`src/rtl/prv32_bus_pkg.sv`:
```
// Shared types and constants for the picorv32 bus fabric: FSM states, error data and the DE10-Lite address map.
package prv32_bus_pkg;

  typedef enum logic [1:0] {
    ST_IDLE   = 2'd0,
    ST_ACCESS = 2'd1,
    ST_ERROR  = 2'd2
  } fabric_state_e;

  localparam logic [31:0] ERR_RDATA_DEFAULT = 32'hDEAD_BEEF;

  // DE10-Lite peripheral map (base / compare mask pairs)
  localparam logic [31:0] SRAM_BASE    = 32'h0000_0000;
  localparam logic [31:0] SRAM_MASK    = 32'hFF00_0000;
  localparam logic [31:0] GPIO_BASE    = 32'h0100_0000;
  localparam logic [31:0] GPIO_MASK    = 32'hFFFF_FF00;
  localparam logic [31:0] UART_TX_BASE = 32'h0200_0000;
  localparam logic [31:0] UART_TX_MASK = 32'hFFFF_FFFC;
  localparam logic [31:0] UART_RX_BASE = 32'h0200_0004;
  localparam logic [31:0] UART_RX_MASK = 32'hFFFF_FFFC;
  localparam logic [31:0] TIMER_BASE   = 32'h0300_0000;
  localparam logic [31:0] TIMER_MASK   = 32'hFFFF_FF00;
  localparam logic [31:0] AUDIO_BASE   = 32'h0400_0000;
  localparam logic [31:0] AUDIO_MASK   = 32'hFFFF_0000;
  localparam logic [31:0] VIDEO_BASE   = 32'h0800_0000;
  localparam logic [31:0] VIDEO_MASK   = 32'hF800_0000;

endpackage

```
`src/rtl/prv32_addr_match.sv`:
```
// N-way mask/base address compare with lowest-index priority; produces a one-hot select and a hit flag.
module prv32_addr_match #(
  parameter int unsigned                  NUM_SLAVES = 8,
  parameter logic [NUM_SLAVES*32-1:0]     SLAVE_BASE = {NUM_SLAVES{32'h0000_0000}},
  parameter logic [NUM_SLAVES*32-1:0]     SLAVE_MASK = {NUM_SLAVES{32'h0000_0000}}
) (
  input  logic [31:0]           addr,
  output logic [NUM_SLAVES-1:0] sel,
  output logic                  hit
);

  logic [NUM_SLAVES-1:0] raw_hit_s;

  // Raw per-slave compare, then keep only the lowest matching index
  always_comb begin
    raw_hit_s = {NUM_SLAVES{1'b0}};
    sel       = {NUM_SLAVES{1'b0}};
    hit       = 1'b0;
    for (int i = 0; i < NUM_SLAVES; i++) begin
      raw_hit_s[i] = ((addr & SLAVE_MASK[i*32 +: 32]) == SLAVE_BASE[i*32 +: 32]);
    end
    for (int i = 0; i < NUM_SLAVES; i++) begin
      if (raw_hit_s[i] && !hit) begin
        sel[i] = 1'b1;
        hit    = 1'b1;
      end else begin
        sel[i] = 1'b0;
      end
    end
  end

endmodule

```
`src/rtl/prv32_bus_fabric.sv`:
```
// picorv32 native-bus interconnect with registered decode, select-driven response mux, timeout and bus error.
// Optional error logging (err_addr / err_wr / err_count) is built when PRV32_BUS_ERR_LOG_EN is defined.
module prv32_bus_fabric
  import prv32_bus_pkg::*;
#(
  parameter int unsigned              NUM_SLAVES     = 8,
  parameter logic [NUM_SLAVES*32-1:0] SLAVE_BASE     = {NUM_SLAVES{32'h0000_0000}},
  parameter logic [NUM_SLAVES*32-1:0] SLAVE_MASK     = {NUM_SLAVES{32'h0000_0000}},
  parameter int unsigned              TIMEOUT_CYCLES = 255,
  parameter logic [31:0]              ERR_RDATA      = ERR_RDATA_DEFAULT
) (
  input  logic                     clk,
  input  logic                     resetn,
  input  logic                     m_valid,
  input  logic                     m_instr,
  input  logic [31:0]              m_addr,
  input  logic [3:0]               m_wstrb,
  output logic                     m_ready,
  output logic [31:0]              m_rdata,
  output logic [NUM_SLAVES-1:0]    s_valid,
  input  logic [NUM_SLAVES-1:0]    s_ready,
  input  logic [NUM_SLAVES*32-1:0] s_rdata,
`ifdef PRV32_BUS_ERR_LOG_EN
  output logic [31:0]              err_addr,
  output logic                     err_wr,
  output logic [15:0]              err_count,
`endif
  output logic                     bus_err
);

  localparam int unsigned     TW         = $clog2(TIMEOUT_CYCLES + 1);
  localparam logic [TW-1:0]   TIMER_LOAD = TW'(TIMEOUT_CYCLES);
  localparam logic [TW-1:0]   TIMER_ONE  = TW'(1);

  fabric_state_e         state_r;
  fabric_state_e         state_nx_s;
  logic [NUM_SLAVES-1:0] sel_r;
  logic [TW-1:0]         timer_r;
  logic [NUM_SLAVES-1:0] match_sel_s;
  logic                  match_hit_s;
  logic                  ready_hit_s;
  logic [31:0]           slave_rdata_s;
  logic                  unused_s;

  // m_instr is carried to the slaves by the CPU wiring, not decoded here
  assign unused_s = ^{m_instr, m_wstrb};

  prv32_addr_match #(
    .NUM_SLAVES (NUM_SLAVES),
    .SLAVE_BASE (SLAVE_BASE),
    .SLAVE_MASK (SLAVE_MASK)
  ) u_addr_match (
    .addr (m_addr),
    .sel  (match_sel_s),
    .hit  (match_hit_s)
  );

  assign ready_hit_s = |(s_ready & sel_r);

  // Select-driven response mux; unselected slaves contribute nothing
  always_comb begin
    slave_rdata_s = 32'h0000_0000;
    for (int i = 0; i < NUM_SLAVES; i++) begin
      if (sel_r[i]) begin
        slave_rdata_s = slave_rdata_s | s_rdata[i*32 +: 32];
      end else begin
        slave_rdata_s = slave_rdata_s;
      end
    end
  end

  // State register
  always_ff @(posedge clk or negedge resetn) begin
    if (!resetn) begin
      state_r <= ST_IDLE;
    end else begin
      state_r <= state_nx_s;
    end
  end

  // Next-state logic
  always_comb begin
    state_nx_s = state_r;
    case (state_r)
      ST_IDLE: begin
        if (m_valid) begin
          state_nx_s = match_hit_s ? ST_ACCESS : ST_ERROR;
        end else begin
          state_nx_s = ST_IDLE;
        end
      end
      ST_ACCESS: begin
        if (!m_valid || ready_hit_s) begin
          state_nx_s = ST_IDLE;
        end else if (timer_r <= TIMER_ONE) begin
          state_nx_s = ST_ERROR;
        end else begin
          state_nx_s = ST_ACCESS;
        end
      end
      ST_ERROR: state_nx_s = ST_IDLE;
      default:  state_nx_s = ST_IDLE;
    endcase
  end

  // Select capture and access timer
  always_ff @(posedge clk or negedge resetn) begin
    if (!resetn) begin
      sel_r   <= {NUM_SLAVES{1'b0}};
      timer_r <= {TW{1'b0}};
    end else if (state_r == ST_IDLE && m_valid) begin
      sel_r   <= match_sel_s;
      timer_r <= TIMER_LOAD;
    end else if (state_r == ST_ACCESS && !ready_hit_s) begin
      sel_r   <= sel_r;
      timer_r <= timer_r - TIMER_ONE;
    end else begin
      sel_r   <= sel_r;
      timer_r <= timer_r;
    end
  end

  // Output logic; m_rdata is forced to zero whenever m_ready is low
  always_comb begin
    s_valid = {NUM_SLAVES{1'b0}};
    m_ready = 1'b0;
    m_rdata = 32'h0000_0000;
    bus_err = 1'b0;
    case (state_r)
      ST_IDLE: begin
        m_ready = 1'b0;
      end
      ST_ACCESS: begin
        s_valid = sel_r;
        if (m_valid && ready_hit_s) begin
          m_ready = 1'b1;
          m_rdata = slave_rdata_s;
        end else begin
          m_ready = 1'b0;
        end
      end
      ST_ERROR: begin
        m_ready = 1'b1;
        m_rdata = ERR_RDATA;
        bus_err = 1'b1;
      end
      default: begin
        m_ready = 1'b0;
      end
    endcase
  end

`ifdef PRV32_BUS_ERR_LOG_EN
  logic [31:0] err_addr_r;
  logic        err_wr_r;
  logic [15:0] err_count_r;

  // Error log: the CPU still holds addr/wstrb during the error cycle
  always_ff @(posedge clk or negedge resetn) begin
    if (!resetn) begin
      err_addr_r  <= 32'h0000_0000;
      err_wr_r    <= 1'b0;
      err_count_r <= 16'h0000;
    end else if (state_r == ST_ERROR) begin
      err_addr_r  <= m_addr;
      err_wr_r    <= |m_wstrb;
      err_count_r <= (err_count_r == 16'hFFFF) ? err_count_r : err_count_r + 16'h0001;
    end else begin
      err_addr_r  <= err_addr_r;
      err_wr_r    <= err_wr_r;
      err_count_r <= err_count_r;
    end
  end

  assign err_addr  = err_addr_r;
  assign err_wr    = err_wr_r;
  assign err_count = err_count_r;
`endif

endmodule

```
`config.mk`:
```
export PLATFORM = sky130hd
export DESIGN_NAME = prv32_bus_fabric
export DESIGN_NICKNAME = d
export VERILOG_FILES = /design/src/rtl/prv32_bus_pkg.sv /design/src/rtl/prv32_addr_match.sv /design/src/rtl/prv32_bus_fabric.sv
export SDC_FILE = /design/constraint.sdc
export NUM_CORES = 1
export LEC_CHECK = 0
export ABC_AREA = 1
export ABC_CLOCK_PERIOD_IN_PS = 4400
export BUFFER_PORTS_ARGS = -buffer_cell sky130_fd_sc_hd__buf_2
export CAP_MARGIN = 20
export CORE_AREA = 2 2 133 135
export DETAILED_ROUTE_END_ITERATION = 8
export DIE_AREA = 0 0 135 137
export PLACE_DENSITY = 0.34
export SLEW_MARGIN = 30
export SYNTH_ARGS = -nofsm -noshare
export SYNTH_HDL_FRONTEND = slang
export SYNTH_SLANG_ARGS = --single-unit
```
`constraint.sdc`:
```
create_clock -name clk -period 4.4 [get_ports clk]
set_clock_uncertainty 0.1 [all_clocks]
set_input_delay 0.88 -clock clk [delete_from_list [all_inputs] [get_ports clk]]
set_output_delay 0.88 -clock clk [all_outputs]
set_load 0.005 [all_outputs]
```
# [After elaboration in Yosys (flattened, before gate mapping)]
# Cells that the tools add are included.
[classes] add_sub_neg=1 multipliers=0 div_mod_pow=0 magnitude_cmp=1 eq_ne=2 shifts=0 muxes=13 n_bitwise=1 reduce_logical=9
[op_table] cell="$mux W32" count=2
[op_table] cell="$pmux W32 S2" count=1
[op_table] cell="$mux W8" count=2
[op_table] cell="$and A8 B1 Y8" count=1
[op_table] cell="$le A8 B1 Y1 const B" count=1
[op_table] cell="$reduce_or A8 Y1" count=1
[op_table] cell="$sub A8 B1 Y8 const B" count=1
[op_table] cell="$mux W1" count=4
[op_table] cell="$mux W2" count=2
[op_table] cell="$pmux W2 S2" count=1
[op_table] cell="$logic_and A1 B1 Y1" count=3
[op_table] cell="$eq A2 B1 Y1 const B" count=1
[op_table] cell="$eq A2 B2 Y1 const B" count=1
[op_table] cell="$logic_not A1 Y1" count=2
[op_table] cell="$logic_not A2 Y1" count=1
[op_table] cell="$pmux W1 S2" count=1
[op_table] cell="$reduce_bool A2 Y1" count=1
[op_table] cell="$logic_or A1 B1 Y1" count=1
[word_totals] reg_bits=11 latch_bits=0 ramBits=0 rom_bits=0 input_bits=304 out_inout_bits=42 wordCells=30 mem_count=0

# [Longest topological paths before layout]
[depth] ltp_word=6 mapped_depth=8 depth_no_buf=7

# [Hierarchy]
# Synthesis repeated with hierarchy kept, for this count alone.
[hier_totals] cells_unflattened=606 hier_area_um2=3240.6
[by_module_without_submodules] module="prv32_bus_fabric" n_inst=1 cells_each=595 area_each_um2=3165.5 seq_area_each_um2=450.4
[by_module_without_submodules] module="prv32_addr_match" n_inst=1 cells_each=11 area_each_um2=75.1 seq_area_each_um2=0.0

# [Worst setup path after synthesis]
# No wires, ideal clock.
[synth_timing] path_type="input-to-output" startpoint="input port m_valid" endpoint="output port m_rdata[15]" arrival_ns=1.486 required_ns=3.420 path_slack_ns=1.934 cell_stages=5 path_buffers=2 path_cell_list="nand3_1 o21a_1 buf_6 buf_12 nor2_4"
[synth_between] elab_chain_len=3
[synth_lines] item="start: declaration" line="prv32_bus_fabric.sv:14" text="input logic m_valid,"
[synth_lines] item="$logic_and A1 B1 Y1" line="prv32_bus_fabric.sv:135" text="if (m_valid && ready_hit_s) begin"
[synth_lines] item="$mux W32" line="prv32_bus_fabric.sv:135"
[synth_lines] item="$pmux W32 S2" line="prv32_bus_fabric.sv:129" text="case (state_r)"
[synth_lines] item="end: declaration" line="prv32_bus_fabric.sv:19" text="output logic [31:0] m_rdata,"
# No other way between the ends.

# [Worst setup path after layout]
[layout_timing] startpoint="register state_r[0]" endpoint="output port m_rdata[18]"
[layout_between] elab_chain_len=2 elab_cells_between_ends=3 classes_between="eq/ne: 2; mux: 1"
[layout_lines] item="start: declaration" line="prv32_bus_fabric.sv:35" text="fabric_state_e state_r;"
[layout_lines] item="start signal: assignment" line="prv32_bus_fabric.sv:77" text="state_r <= state_nx_s;"
[layout_lines] item="$eq A2 B2 Y1 / $eq A2 B1 Y1 (equally long branches)" line="prv32_bus_fabric.sv:129"
[layout_lines] item="$pmux W32 S2 (*)" line="prv32_bus_fabric.sv:129"
# Every way passes the cells marked *; elsewhere a longest branch is shown, timed or not.

==> impl_metrics.json <==
{
  "drt_pass1_iterations": 4,
  "first_global_vias": 1074,
  "synth.top_cell.area_share": 0.253,
  "mapped_area_mm2": 0.00109,
  "max-vdd-ir-drop_mv": 0.160,
  "ioPinCount": 346,
  "timing.final.crit_period_ps": 3320,
  "insertion_delay_ps": 240,
  "ffs_latches_synth": 11,
  "timing.hold.worst.class": "reg2reg",
  "max_cap_violations": 0,
  "drcViolationCount": 0,
  "slew_headroom": 0.461,
  "placed_cell_area_mm2": 0.00165,
  "clockBufferDepth": 2,
  "critical_path_class": "reg2out",
  "grt-ovfl-total": 0,
  "area.growth.synth_to_final_pct": 59.2,
  "worst_setup_path_end_kind": "primary output",
  "postRouteAntennaNets": 0,
  "postSynthCellCount": 165,
  "finalNonFillerCells": 461,
  "drt-wirelength-per-cell_um": 8.62,
  "hpwl_mm": 3.36,
  "synth-seq-area-share": 0.253,
  "cpPeakStageDelay_ps": 670,
  "final_design_area_no_fill_mm2": 0.00173,
  "synth_area_leader_cell": "sky130_fd_sc_hd__dfrtp_1",
  "pre_cts_slack_ps": 1090,
  "maximum_number_of_pins_on_one_net_before_global_route_repair": 21,
  "rsz0062_at_grt": "no",
  "hold_viol": 0,
  "floorplan.die_area_mm2": 0.0185,
  "leakage_nw": 0.943,
  "cts_root_buf": "sky130_fd_sc_hd__clkbuf_16",
  "groute.usage.overall": 0.0412,
  "finish.utilization": 0.102,
  "cts_buffers": 3,
  "cp_max_fo": 20,
  "core-area_mm2": 0.0171,
  "portBuffers": 70,
  "final.setup.tns_ps": 0,
  "critPathLaunchType": "flop",
  "gp_weighted_congestion": 0.758,
  "worst-slew-pin-transition_ps": 808,
  "syn-mean-instance-area_um2": 6.60,
  "timing.critical_path.slowest_stage_cell": "sky130_fd_sc_hd__o21a_1",
  "totalWireLength_mm": 3.98,
  "setup_viol": 0,
  "cp_data_required_time_ps": 3420,
  "holdBufCountCts": 0,
  "holdPathStages": 2,
  "detailedRoute.firstIterationViolations": 31,
  "post-route-worst-setup-slack_ps": 1080,
  "status": "finished, final reports clean",
  "synth_cell_type_count": 22,
  "ys_top_cells_by_area": "sky130_fd_sc_hd__dfrtp_1, sky130_fd_sc_hd__nor2_1, sky130_fd_sc_hd__inv_1",
  "grt_pass1_wl_mm": 5.82,
  "cts.repair.resized": 0,
  "design_power_total_mw": 0.391,
  "dieHeight_um": 137,
  "crit_path_frequent_cell": "sky130_fd_sc_hd__buf_4",
  "whs_ps": 379,
  "maxClockFrequency_mhz": 301,
  "cp_data_arrival_time_ps": 2340,
  "die_x_um": 135,
  "number_of_clock_sinks": 11,
  "p_per_area_mw_per_mm2": 226,
  "synth_warnings": 0,
  "cts.htree.levels": 1,
  "vias": 1188,
  "placed_cells_incl_taps": 456,
  "ff2ff_setup_slack_ps": 2810,
  "fin_nets": 545,
  "number_of_vias_per_cell_after_detailed_routing": 2.58,
  "cts_post_setup_buffers_inserted": 0,
  "num_rows": 48,
  "path_clk_slew_ps": 40,
  "drv_slew": 0,
  "timing.final.crit_share": 0.755,
  "timing.critical_path.cells": "inv_1 > ha_1 > buf_4 > nand2_4 > o21a_1 > buf_4 > nor2_4 > buf_2",
  "tritoncts": "done",
  "share_of_layout_cells_above_drive_strength_1": 0.391,
  "grt_antenna_before_repair": 2,
  "rr_worst_depth": 6,
  "floorplan.initialDensity": 0.0638
}
-- routing by layer --
layer  global-route usage  vias up  part of all wire
met3               0.0119        4             0.097
met1               0.0591      520              0.49
met5                    0        -                 0
li1                     -      615                 -
met4               0.0139        0             0.011
met2               0.0584       49              0.40
-- worst max-delay path: cells and delay by family, from the launching register on --
| family | cells | cell delay, ps |
|---|---|---|
| AO/OA/AOI/OAI | 1 | 670 |
| adder cells (fa/ha/maj) | 1 | 190 |
| buffers and inverters | 4 | 720 |
| flip-flops | 1 | 340 |
| AND/OR/NAND/NOR | 2 | 160 |
-- final cells by class --
cell class | count | area (um2)
diodes | 1 | 2.50
clock buffers | 4 | 78.8
fillers | 2028 | 15300
inverters | 30 | 113
multi-input cells | 118 | 617
flip-flops and latches | 11 | 275
well taps | 225 | 282
repair buffers | 72 | 365
-- final timing paths --
kind	to	start
max	m_rdata[18]	state_r[0]
min	timer_r[7]	timer_r[7]
max reg2reg	timer_r[7]	state_r[0]
min reg2reg	timer_r[7]	timer_r[7]
max in group asynchronous	state_r[0]	resetn
min in group asynchronous	timer_r[7]	resetn
-- synth_stat cells --
cell                       instances
sky130_fd_sc_hd__buf_6             2
sky130_fd_sc_hd__ha_1              5
sky130_fd_sc_hd__nand3_1          11
sky130_fd_sc_hd__inv_2             1
sky130_fd_sc_hd__buf_4             8
sky130_fd_sc_hd__or2_4             1
sky130_fd_sc_hd__clkbuf_1          1
sky130_fd_sc_hd__conb_1            1
sky130_fd_sc_hd__nand2_4           1
sky130_fd_sc_hd__o21a_1            1
sky130_fd_sc_hd__o21ai_0           6
sky130_fd_sc_hd__inv_1            29
sky130_fd_sc_hd__or2_2             2
sky130_fd_sc_hd__nor2_4            9
sky130_fd_sc_hd__buf_12            1
sky130_fd_sc_hd__nand2_2           1
sky130_fd_sc_hd__o21ai_2           2
sky130_fd_sc_hd__o21ai_1           4
sky130_fd_sc_hd__nand4_1           1
sky130_fd_sc_hd__dfrtp_1          11
sky130_fd_sc_hd__nor2_1           46
sky130_fd_sc_hd__nand2_1          21
-- state kept, by name (all words and copies together), names as in the netlist --
signal,count
state_r,2
timer_r,8
sel_r,1
-- layout by cell type, fill, tap and decap left out --
cell,n
sky130_fd_sc_hd__inv_2,1
sky130_fd_sc_hd__buf_2,70
sky130_fd_sc_hd__nand2_1,21
sky130_fd_sc_hd__o21a_1,1
sky130_fd_sc_hd__nor2_4,9
sky130_fd_sc_hd__nor2_1,46
sky130_fd_sc_hd__dfrtp_1,11
sky130_fd_sc_hd__o21ai_1,4
sky130_fd_sc_hd__or2_4,1
sky130_fd_sc_hd__o21ai_2,2
sky130_fd_sc_hd__buf_4,2
sky130_fd_sc_hd__nand3_1,11
sky130_fd_sc_hd__ha_1,5
sky130_fd_sc_hd__nand2_4,1
sky130_fd_sc_hd__or2_2,2
sky130_fd_sc_hd__o21ai_0,6
sky130_fd_sc_hd__clkbuf_1,1
sky130_fd_sc_hd__nand2_2,1
sky130_fd_sc_hd__clkbuf_16,3
sky130_fd_sc_hd__inv_1,29
sky130_fd_sc_hd__nand4_1,1
sky130_fd_sc_hd__diode_2,1
sky130_fd_sc_hd__conb_1,7
-- where the power goes --
| part | switching [mW] | leakage [nW] | internal [mW] |
|---|---|---|---|
| clock | 0.0478 | 0.0382 | 0.122 |
| sequential | 0.00734 | 0.112 | 0.113 |
| combinational | 0.0608 | 0.793 | 0.0406 |
-- cells by family after synthesis --
kind of cell	Yosys count	synth area share
compound gates	13	0.0690
fa+ha+maj	5	0.0575
buf+inv	42	0.201
flops	11	0.253
other cells	1	0.00344
simple gates	93	0.416
Note: power is estimated with default switching activity, not from simulation.
